$ cat src/rtl/fc_argmax_classifier_if.sv
// Classifier bus: start/feature input, weight ROM port and argmax result.
// The master side drives start, features and ROM data; the slave is the classifier.
interface fc_argmax_classifier_if #(
    parameter int OUTPUT_DIM  = 2,
    parameter int OUTBITWIDTH = 25,
    parameter int W_WIDTH     = 8,
    parameter int CLASS_BIT   = 4,
    parameter int WADDR_W     = 6,
    parameter int ACC_W       = 40
);
    logic                                          start;
    logic [OUTPUT_DIM*OUTPUT_DIM*OUTBITWIDTH-1:0]  features;
    logic [WADDR_W-1:0]                            w_addr;
    logic signed [W_WIDTH-1:0]                     w_data;
    logic                                          busy;
    logic                                          done;
    logic [CLASS_BIT-1:0]                          class_idx;
    logic signed [ACC_W-1:0]                       max_score;

    modport master (
        output start, features, w_data,
        input  w_addr, busy, done, class_idx, max_score
    );

    modport slave (
        input  start, features, w_data,
        output w_addr, busy, done, class_idx, max_score
    );
endinterface

$ cat src/rtl/fc_argmax_classifier.sv
// Final MNIST stage: ReLU on the conv feature vector, serial fully-connected layer
// against a 1-cycle-latency weight ROM, then argmax over the class scores.
module fc_argmax_classifier #(
    parameter int OUTPUT_DIM  = 2,
    parameter int OUTBITWIDTH = 25,
    parameter int W_WIDTH     = 8,
    parameter int N_CLASSES   = 10,
    parameter int CLASS_BIT   = 4,
    parameter int WADDR_W     = 6,
    parameter int ACC_W       = 40
) (
    input logic                    clk,
    input logic                    reset,
    fc_argmax_classifier_if.slave  bus
);
    localparam int N_IN   = OUTPUT_DIM * OUTPUT_DIM;
    localparam int TOTAL  = N_IN * OUTBITWIDTH;
    localparam int PROD_W = OUTBITWIDTH + W_WIDTH;
    localparam int K_W    = $clog2(N_IN + 1) + 1;
    localparam int FI_W   = (N_IN > 1) ? $clog2(N_IN) : 1;

    typedef enum logic [2:0] {IDLE, LOAD, MAC, CMP, DONE} state_t;

    function automatic logic signed [OUTBITWIDTH-1:0] relu(
        input logic signed [OUTBITWIDTH-1:0] x
    );
        return x[OUTBITWIDTH-1] ? '0 : x;
    endfunction

    // Full-width signed product, sign-extended to the accumulator width.
    function automatic logic signed [ACC_W-1:0] mac_term(
        input logic signed [OUTBITWIDTH-1:0] f,
        input logic signed [W_WIDTH-1:0]     w
    );
        logic signed [PROD_W-1:0] p;
        p = f * w;
        return ACC_W'(p);
    endfunction

    state_t                         state;
    logic signed [OUTBITWIDTH-1:0]  feat [N_IN];
    logic [K_W-1:0]                 k_p0;
    logic [FI_W-1:0]                fi_p1;
    logic                           vld_p1;
    logic [CLASS_BIT-1:0]           c;
    logic signed [ACC_W-1:0]        acc;
    logic signed [ACC_W-1:0]        best;
    logic [CLASS_BIT-1:0]           best_idx;

    always_ff @(posedge clk) begin
        if (reset) begin
            state         <= IDLE;
            for (int i = 0; i < N_IN; i++) feat[i] <= '0;
            k_p0          <= '0;
            fi_p1         <= '0;
            vld_p1        <= 1'b0;
            c             <= '0;
            acc           <= '0;
            best          <= '0;
            best_idx      <= '0;
            bus.w_addr    <= '0;
            bus.busy      <= 1'b0;
            bus.done      <= 1'b0;
            bus.class_idx <= '0;
            bus.max_score <= '0;
        end else begin
            case (state)
                IDLE: begin
                    bus.done <= 1'b0;
                    if (bus.start) begin
                        state    <= LOAD;
                        bus.busy <= 1'b1;
                    end
                end
                LOAD: begin
                    for (int i = 0; i < N_IN; i++)
                        feat[i] <= relu(bus.features[TOTAL-1-i*OUTBITWIDTH -: OUTBITWIDTH]);
                    c          <= '0;
                    best       <= {1'b1, {(ACC_W-1){1'b0}}};
                    best_idx   <= '0;
                    acc        <= '0;
                    k_p0       <= '0;
                    vld_p1     <= 1'b0;
                    bus.w_addr <= '0;
                    state      <= MAC;
                end
                // p0: address issue for feature k; p1: ROM word for feature k-1 arrives
                MAC: begin
                    if (k_p0 < K_W'(N_IN - 1))
                        bus.w_addr <= bus.w_addr + WADDR_W'(1);
                    if (k_p0 < K_W'(N_IN)) begin
                        vld_p1 <= 1'b1;
                        fi_p1  <= FI_W'(k_p0);
                        k_p0   <= k_p0 + K_W'(1);
                    end else begin
                        vld_p1 <= 1'b0;
                        state  <= CMP;
                    end
                    if (vld_p1)
                        acc <= acc + mac_term(feat[fi_p1], bus.w_data);
                end
                // Strict compare keeps the lowest index on ties.
                CMP: begin
                    if (acc > best) begin
                        best     <= acc;
                        best_idx <= c;
                    end
                    acc    <= '0;
                    k_p0   <= '0;
                    vld_p1 <= 1'b0;
                    if (c == CLASS_BIT'(N_CLASSES - 1)) begin
                        state    <= DONE;
                        bus.busy <= 1'b0;
                    end else begin
                        c          <= c + CLASS_BIT'(1);
                        bus.w_addr <= bus.w_addr + WADDR_W'(1);
                        state      <= MAC;
                    end
                end
                DONE: begin
                    bus.class_idx <= best_idx;
                    bus.max_score <= best;
                    bus.done      <= bus.start;
                    if (!bus.start) state <= IDLE;
                end
                default: state <= IDLE;
            endcase
        end
    end
endmodule

$ cat src/flat_wrapper.sv
// flat-port wrapper written by rule: the top's interface ports become plain ports
module fc_argmax_classifier_flat 
#(
    parameter int OUTPUT_DIM  = 2,
    parameter int OUTBITWIDTH = 25,
    parameter int W_WIDTH     = 8,
    parameter int N_CLASSES   = 10,
    parameter int CLASS_BIT   = 4,
    parameter int WADDR_W     = 6,
    parameter int ACC_W       = 40
)
  (clk, reset, bus_start, bus_features, bus_w_data, bus_w_addr, bus_busy, bus_done, bus_class_idx, bus_max_score);
  fc_argmax_classifier_if #(.OUTPUT_DIM(OUTPUT_DIM), .OUTBITWIDTH(OUTBITWIDTH), .W_WIDTH(W_WIDTH), .CLASS_BIT(CLASS_BIT), .WADDR_W(WADDR_W), .ACC_W(ACC_W)) bus_i ();
  input logic clk;
  input logic reset;
  input wire logic [$bits(bus_i.start)-1:0] bus_start;
  input wire logic [$bits(bus_i.features)-1:0] bus_features;
  input wire logic [$bits(bus_i.w_data)-1:0] bus_w_data;
  output wire logic [$bits(bus_i.w_addr)-1:0] bus_w_addr;
  output wire logic [$bits(bus_i.busy)-1:0] bus_busy;
  output wire logic [$bits(bus_i.done)-1:0] bus_done;
  output wire logic [$bits(bus_i.class_idx)-1:0] bus_class_idx;
  output wire logic [$bits(bus_i.max_score)-1:0] bus_max_score;
  assign bus_i.start = bus_start;
  assign bus_i.features = bus_features;
  assign bus_i.w_data = bus_w_data;
  assign bus_w_addr = bus_i.w_addr;
  assign bus_busy = bus_i.busy;
  assign bus_done = bus_i.done;
  assign bus_class_idx = bus_i.class_idx;
  assign bus_max_score = bus_i.max_score;
  fc_argmax_classifier #(.OUTPUT_DIM(OUTPUT_DIM), .OUTBITWIDTH(OUTBITWIDTH), .W_WIDTH(W_WIDTH), .N_CLASSES(N_CLASSES), .CLASS_BIT(CLASS_BIT), .WADDR_W(WADDR_W), .ACC_W(ACC_W)) u_core (.clk(clk), .reset(reset), .bus(bus_i));
endmodule
$ cat config.mk
export PLATFORM = sky130hd
export DESIGN_NAME = fc_argmax_classifier_flat
export DESIGN_NICKNAME = d
export VERILOG_FILES = /design/src/rtl/fc_argmax_classifier_if.sv /design/src/rtl/fc_argmax_classifier.sv /design/src/flat_wrapper.sv
export SDC_FILE = /design/constraint.sdc
export NUM_CORES = 1
export LEC_CHECK = 0
export CORE_MARGIN = 2
export CORE_UTILIZATION = 50
export CTS_CLUSTER_SIZE = 20
export DETAILED_ROUTE_END_ITERATION = 6
export PLACE_DENSITY = 0.72
export SLEW_MARGIN = 20
export SYNTH_ARGS = -nofsm -noshare
export SYNTH_HDL_FRONTEND = slang
export SYNTH_SLANG_ARGS = --single-unit
$ cat constraint.sdc
create_clock -name clk -period 13.8 [get_ports clk]
set_input_delay 4.14 -clock clk [delete_from_list [all_inputs] [get_ports clk]]
set_output_delay 4.14 -clock clk [all_outputs]
set_load 0.03 [all_outputs]
# Word level (Yosys, flattened, before mapping)
# Memories as Yosys holds them, arrays and structs flattened. A register that Yosys moved wholly into a read port is not among the register bits.
# Index checks and enable logic that the tools add are counted.
# W data, S select, Z words.
dict set report totals {
  regBits 150
  ramBits 96
  in_bits 111
  wordCells 94
  memories 1
}
# memory words width read_ports rd_ports_with_merged_regs wr line_no
set memory_table {}
lappend memory_table {u_core.feat 4 24 1 1 4 fc_argmax_classifier.sv:41} ;# logic signed [OUTBITWIDTH-1:0] feat [N_IN];
dict set report op_classes {
  n_addsub 4
  n_mul 1
  magnitude_cmp 3
  n_eq_ne 14
  mux 39
  n_bitwise 4
  n_reduce_logical 15
}
# cell count
set op_table {}
lappend op_table {{$mux W24} 8}
lappend op_table {{$pmux W40 S2} 2}
lappend op_table {{$mux W40} 2}
lappend op_table {{$add A40 B33 Y40} 1}
lappend op_table {{$gt A40 B40 Y1} 1}
lappend op_table {{$mul A25 B8 Y33} 1}
lappend op_table {{$pmux W4 S2} 3}
lappend op_table {{$pmux W6 S3} 1}
lappend op_table {{$pmux W3 S5} 1}
lappend op_table {{$mux W3} 4}
lappend op_table {{$mux W4} 3}
lappend op_table {{$mux W6} 2}
lappend op_table {{$ne A2 B1 Y1 const B} 5}
lappend op_table {{$reduce_and A2 Y1} 5}
lappend op_table {{$reduce_and A3 Y1} 3}
lappend op_table {{$add A4 B1 Y4 const B} 2}
lappend op_table {{$mux W1} 8}
lappend op_table {{$ne A2 B2 Y1 const B} 4}
lappend op_table {{$reduce_bool A2 Y1} 4}
lappend op_table {{$add A6 B1 Y6 const B} 1}
lappend op_table {{$eq A3 B2 Y1 const B} 2}
lappend op_table {{$pmux W1 S2} 3}
lappend op_table {{$eq A4 B4 Y1 const B} 1}
lappend op_table {{$lt A4 B2 Y1 const B} 1}
lappend op_table {{8 further kinds} 12}

# Depth between registers and ports, before layout
# Gate-level depths: netlist of run 1.
dict set report logic_depth {
  depth_word 5
  depth_mapped 24
}

# Least setup slack after synthesis of run 1
# No wires, ideal clock.
dict set report synth_path {
  kind {in2reg}
  from {in bus_w_data[7]}
  to {reg u_core.acc[26]}
  arrival_time_ns 9.104
  t_required_ns 13.683
  setup_slack_ns 4.579
  path_stages 18
  n_path_buf 1
  path_cell_list {inv_1 clkbuf_1 nor2_1 fa_1 fa_1 fa_1 fa_1 ha_1 ha_1 a21o_1 a21oi_1 a21oi_1 o31a_4 a21bo_4 a311oi_4 o21ai_1 xor2_1 a22o_1}
}
dict set report synth_via {
  elab_chain_len 4
}
# item line_no
set synth_lines {}
lappend synth_lines {{from (decl)} flat_wrapper.sv:18} ;# input wire logic [$bits(bus_i.w_data)-1:0] bus_w_data;
lappend synth_lines {{$mul A25 B8 Y33} fc_argmax_classifier.sv:36} ;# p = f * w;
lappend synth_lines {{$add A40 B33 Y40} fc_argmax_classifier.sv:100} ;# acc <= acc + mac_term(feat[fi_p1], bus.w_data);
lappend synth_lines {{$mux W40} fc_argmax_classifier.sv:99} ;# if (vld_p1)
lappend synth_lines {{$pmux W40 S2} fc_argmax_classifier.sv:67} ;# case (state)
lappend synth_lines {{to (signal assigned)} fc_argmax_classifier.sv:100}
lappend synth_lines {{to (decl)} fc_argmax_classifier.sv:46} ;# logic signed [ACC_W-1:0] acc;
# No other way between the ends. The select of a mux whose other input is x is not followed.
# A chain may end at the register's enable or synchronous reset.

# Worst setup path in the final report of run 1
dict set report layout_path {
  from {in bus_w_data[7]}
  to {reg u_core.acc[35]}
}
# Same word-level chain as after synthesis.

==> out/qor.csv, run 1 <==
metric,value,unit
synthesized area per cell,9.91,sq um
vias in the first global route,13400,
wire length of the first global-routing pass,68.8,mm
#FFs+latches synth,248,
"Clk Latency, worst-skew pair",0.54,ns
port bufs,162,
FP Rows,70,
slew at the pin with the worst max-slew slack,0.961,ns
synth cell count leaders,"nand2_1, and2_1, inv_1",
io pins,163,
synth unique cells,69,
Hold Crit Start,u_core.best_idx[1],
P&R area growth vs syn,15.6,%
TritonCTS clock tree,built,
largest cells by area after synthesis,"fa_1, dfxtp_1, edfxtp_1",
antenna violations before repair,0,
TritonRoute pass-1 iters,5,
Peak Freq,97.8,MHz
relative slew slack,35.7,%
total core area,0.0363,sq mm
Worst setup SP type,primary input,
DR vias/cell,5.37,
routability congestion estimate from global placement,0.882,
RSZ-0062 raised after global routing,false,
CP Max Fanout,22,
n_diodes,0,
clk slew on worst S/H paths,0.06,ns
drt drc,0,
total power,2.77,mW
sequential area share after synthesis,32.4,%
Int Pwr,1.73,mW
CTS Buffer Depth,3,
Setup TNS,0,ns
top cell type's share of synthesized area,17.9,%
Leakage,9.24,nW
Switching Share,37.7,%
CP endpoint kind,flop,
status,completed,
Initial Util,50.3,%
Hold Path Sink,u_core.bus.class_idx[1],
WL final,40.7,mm
"Top FF cell, synth",dfxtp_1,
Seq pwr share,29.0,%
post-DP HPWL,32.0,mm
"reg-to-reg slack, setup",6.79,ns
combinational share of power,46.4,%
share of cells above drive strength 1,5.09,%
H-tree level count,1,
fin crit share,74.1,%
Clock Power Share,24.6,%
Total GRT Usage,22.1,%
Die Ht,195,um
most common cell in the netlist,nand2_1,
max_cap viols,0,
hold buffers post-CTS,0,
DR iter-0 viols,680,
Worst Path Arrival,10.66,ns
ys async rst share,0,%
clk root buf,clkbuf_16,
Yosys warning total,0,
Psw,1.04,mW
Die X,195,um
total CTS buffers,25,
fillcell total,3105,
GRT Residual Overflow,0,
dpl ws,3.05,ns
syn_nets,2270,
nets,2392,
DR WL/cell,16.6,um
die footprint,0.0381,sq mm
Max Slew Vio Count,0,
"Hold Vio Cnt, Final",0,
R2R depth,18,
FF-to-FF End,u_core.acc[35],
largest net degree at the start of global routing,82,
crit path time final,10.23,ns
"Req. time, crit path",14.24,ns
CP Class,primary input to flop,
post-route setup slack,3.57,ns
clk_skew,0.0204,ns
Hold Path Class,flop to flop,
Post-CTS Setup Bufs,0,
Post-synth EDFFs,96,
CTS resizes,0,
worst vdd ir,0.112,mV
Gate Count Post-Synth,1844,
Vias,13200,
Final ANT Viol Nets,0,
crit path from,bus_w_data[7],
hold path depth,2,
final setup fails,0,
PwrDens,131,mW/mm^2
Clock Sinks,248,
Util after Layout,58.1,%
Yosys top cell by area,fa_1,
synthesized area,0.0183,sq mm
[layout make-up]
| cell class | instances | area, sq um | area share [%] |
|---|---|---|---|
| sequential | 248 | 5930 | 28.1 |
| clock inverter | 13 | 143 | 0.675 |
| timing repair buffer | 176 | 1720 | 8.15 |
| tap | 468 | 586 | 2.77 |
| inverter | 170 | 641 | 3.03 |
| multi-input combinational | 1345 | 11400 | 54.1 |
| clock buffer | 33 | 686 | 3.25 |
[per-layer routing]
metal,track usage [%],vias up,share of wire [%]
met5,0,-,0
met4,4.50,0,2.1
met3,3.73,59,5.7
met2,36.5,355,46
met1,30.8,6369,46
li1,-,6393,-
[cells by family after synthesis]
kind of cell               count (synthesis)  share of synthesized area (%)
AOI/OAI and AO/OA                        249                           9.09
xor gates and xnor gates                  36                           1.72
adders and majority gates                315                           28.3
buffers and inverters                    251                           5.21
DFF                                      248                           32.4
muxes                                     68                           5.37
and+or+nand+nor                          677                           17.9
[sequential cells by signal, summed over array words and instances, names as in the netlist, 2 cells and up, named ones only]
signal and flops:
u_core.k_p0 4, u_core.feat 96, u_core.state 3, u_core.best 40, u_core.acc 40, u_core.fi_p1 2
u_core.bus.class_idx 4, u_core.bus.max_score 40, u_core.c 4, u_core.bus.w_addr 6, u_core.best_idx 4
[how the worst max path moves through the flow]
stage / end / slack [ns] / cells after the start
2_1_floorplan: u_core.acc[26] / 4.58 / 18
3_3_place_gp: u_core.acc[35] / 3.16 / 18
3_5_place_dp: u_core.acc[35] / 3.05 / 18
4_1_cts: u_core.acc[35] / 3.58 / 18
5_1_grt: u_core.acc[35] / 3.16 / 18
6_report: u_core.acc[35] / 3.57 / 18
[layout by cell type, fill, tap and decap left out, types with 21 or more instances in the layout]
cell type and count:
dfxtp_1 151, and2_1 207, ha_1 152, mux2i_1 44, xnor2_1 22, o21ai_0 21, mux4_2 24, nand2_1 295
nor2_1 68, fa_1 163, edfxtp_1 96, a21oi_1 113, nand3_1 30, a21o_1 37, clkbuf_16 25, inv_1 169
clkdlybuf4s50_1 161
[worst max-delay path, stage by stage]
cell             delay, ns
clkdlybuf4s50_1       0.85
inv_1                 0.56
nor2_1                0.28
fa_1                  0.48
fa_1                  0.53
fa_1                  0.52
fa_1                  0.49
ha_1                  0.32
ha_1                  0.37
and3_4                0.23
a32o_1                0.26
nor4_1                0.26
a21oi_1               0.20
o311ai_2              0.40
nand2_2               0.14
a221oi_4              0.30
xnor2_1               0.12
a22o_1                0.20
[power groups by stage]
stage / logic [mW] / clock network, mW / registers (mW)
global placement: 1.24 / 0 / 0.819
floorplan: 0.972 / 0 / 0.816
finish: 1.29 / 0.681 / 0.805
detailed placement: 1.26 / 0 / 0.821
CTS: 1.28 / 0.691 / 0.805
global route: 1.44 / 0.722 / 0.808
[stage by stage]
step	cells	hold slack (ns)	instance area (sq um)
2_1_floorplan	1844	0.432	18300
3_3_place_gp	2407	0.445	20300
4_1_cts	2453	0.455	21100
6_report	2453	0.453	21100
3_5_place_dp	2407	0.445	20300
5_1_grt	2453	0.469	21100
Note: power is estimated with default switching activity, not from simulation.
==> run 2, diff against run 1 <==
--- a/config.mk
+++ b/config.mk
@@ -9,7 +9,7 @@
 export CORE_UTILIZATION = 50
 export CTS_CLUSTER_SIZE = 20
 export DETAILED_ROUTE_END_ITERATION = 6
-export PLACE_DENSITY = 0.72
+export PLACE_DENSITY = 0.74
 export SLEW_MARGIN = 20
 export SYNTH_ARGS = -nofsm -noshare
 export SYNTH_HDL_FRONTEND = slang
==> constraint.sdc (replaced) <==
create_clock -name clk -period 8.8 [get_ports clk]
set_input_delay 2.64 -clock clk [delete_from_list [all_inputs] [get_ports clk]]
set_output_delay 2.64 -clock clk [all_outputs]
set_load 0.03 [all_outputs]
==> run 2 against run 1 <==
  * Worst setup slack worse by 2.9 ns
  * Wire length fell by 0.91%
  * Via count up 0.70%
  * Clock-buffer cell count grew 5
  * Highest routed layer unchanged
  * Critical endpoint is now u_core.acc[30]
  * Critical path type unchanged
==> out/qor.csv, run 2 (synthesis gave the netlist of run 1 again) <==
metric,value,unit,change
Hold Path Class,flop to flop,,
Post-CTS Setup Bufs,0,,unchanged
DR vias/cell,5.38,,about the same
crit path from,bus_w_data[0],,
"Hold Vio Cnt, Final",0,,unchanged
Worst Path Arrival,8.54,ns,-2.12 ns
"commonest non-fill, non-tap cell in the layout",nand2_1,,
CP Class,primary input to flop,,
CTS Buffer Depth,3,,unchanged
port bufs,162,,unchanged
Max Slew Vio Count,0,,unchanged
Die X,195,um,unchanged
n_diodes,0,,unchanged
post-DP HPWL,31.7,mm,-0.97%
Die Ht,195,um,unchanged
Hold Path Sink,u_core.bus.max_score[33],,
Total GRT Usage,21.4,%,-0.64 points
"Clk Latency, worst-skew pair",0.55,ns,about the same
CTS resizes,0,,unchanged
"Req. time, crit path",9.24,ns,-5.00 ns
hold buffers post-CTS,0,,unchanged
FP Rows,70,,unchanged
max reg flops,96,,unchanged
PwrDens,206,mW/mm^2,+57%
clk slew on worst S/H paths,0.06,ns,about the same
P&R area growth vs syn,16.4,%,
die footprint,0.0381,sq mm,unchanged
Setup TNS,0,ns,unchanged
relative slew slack,29.1,%,-6.7 points
FF/Latch Area,0.00593,sq mm,unchanged
largest net degree at the start of global routing,95,,+16%
DR iter-0 viols,602,,-11%
antenna violations before repair,0,,unchanged
DR WL/cell,16.4,um,-1.5%
wire length of the first global-routing pass,67.3,mm,-2.3%
most frequent cells in the layout,"nand2_1, and2_1, inv_1, fa_1, clkdlybuf4s50_1",,
Reg with most FFs,u_core.feat,,
total core area,0.0363,sq mm,unchanged
clk root buf,clkbuf_16,,
Post-Layout Cell Count,2468,,+0.61%
slew at the pin with the worst max-slew slack,1.06,ns,+0.0991 ns
Initial Util,50.3,%,unchanged
hold path depth,2,,unchanged
drt drc,0,,unchanged
fillcell total,3061,,-1.4%
fin crit share,92.1,%,
clk_skew,0.0151,ns,-0.00529 ns
WL final,40.4,mm,-0.91%
TritonRoute pass-1 iters,5,,unchanged
nets,2406,,+0.59%
Leakage,9.34,nW,+1.1%
Vias,13300,,+0.70%
multi-input logic area,0.0114,sq mm,about the same
Inst Count DP,2419,,+0.50%
"reg-to-reg slack, setup",1.85,ns,-4.94 ns
TritonCTS clock tree,built,,
CP endpoint kind,flop,,
Hold Crit Start,u_core.bus.max_score[33],,
max_cap viols,0,,unchanged
CP Max Fanout,16,,-27%
worst vdd ir,0.195,mV,+74%
vias in the first global route,13400,,+0.20%
H-tree level count,1,,unchanged
Final ANT Viol Nets,0,,unchanged
R2R depth,18,,unchanged
RSZ-0062 raised after global routing,false,,
Clock Sinks,248,,unchanged
Peak Freq,123,MHz,
crit path time final,8.11,ns,
status,completed,,
FF-to-FF End,u_core.acc[30],,
share of cells above drive strength 1,6.00,%,+0.91 points
io pins,163,,unchanged
final setup fails,0,,unchanged
total CTS buffers,27,,+8.0%
routability congestion estimate from global placement,0.898,,+1.8%
GRT Residual Overflow,0,,unchanged
Worst setup SP type,primary input,,
-- run 2: how the worst max path moves through the flow --
stage	to	slack (ns)	cells after the start
2_1_floorplan	u_core.acc[26]	1.08	18
3_3_place_gp	u_core.acc[30]	0.32	20
3_5_place_dp	u_core.acc[30]	0.18	20
4_1_cts	u_core.acc[30]	0.72	20
5_1_grt	u_core.acc[38]	0.45	20
6_report	u_core.acc[30]	0.69	20
-- run 2: metrics by stage --
stage | utilization [%] | setup slack [ns] | power, mW | hold slack (ns) | area (sq um)
6_report | 58.5 | 0.691 | 4.39 | 0.454 | 21300
3_3_place_gp | 56.1 | 0.322 | 3.22 | 0.444 | 20400
4_1_cts | 58.5 | 0.722 | 4.40 | 0.458 | 21300
3_5_place_dp | 56.1 | 0.184 | 3.26 | 0.449 | 20400
2_1_floorplan | - | 1.08 | 2.80 | 0.432 | 18300
5_1_grt | 58.5 | 0.452 | 4.70 | 0.475 | 21300
-- run 2: power by group --
part / leakage [nW] / switching, mW / total, mW / internal, mW
clock: 0.447 / 0.459 / 1.12 / 0.657
combinational: 6.66 / 1.14 / 2.01 / 0.868
sequential: 2.24 / 0.0232 / 1.26 / 1.24
total: 9.34 / 1.62 / 4.39 / 2.76
-- run 2: layer usage --
layer | global-route usage [%] | vias up | share of wire, %
li1 | - | 6419 | -
met1 | 31.0 | 6388 | 47
met2 | 34.1 | 409 | 44
met3 | 3.01 | 52 | 6.0
met4 | 5.51 | 0 | 2.1
met5 | 0 | - | 0
-- run 2: critical path, cell delays in order --
cell	delay [ns]
clkdlybuf4s50_1	0.85
nand2_1	0.17
fa_1	0.53
inv_1	0.05
fa_1	0.49
inv_1	0.05
fa_1	0.47
inv_1	0.05
fa_1	0.43
fa_1	0.37
ha_1	0.36
a21o_1	0.20
a21oi_1	0.18
a21oi_1	0.15
o31a_4	0.40
a21bo_4	0.25
a311oi_4	0.36
o211a_4	0.25
xnor2_1	0.08
a22o_1	0.20
-- run 2: cell type report --
class | count | share of cell area (%)
Multi-Input combinational cell | 1345 | 53.7
Sequential cell | 248 | 27.9
Timing Repair Buffer | 188 | 8.53
Clock buffer | 38 | 3.72
Inverter | 170 | 3.01
Tap cell | 468 | 2.75
Clock inverter | 11 | 0.441
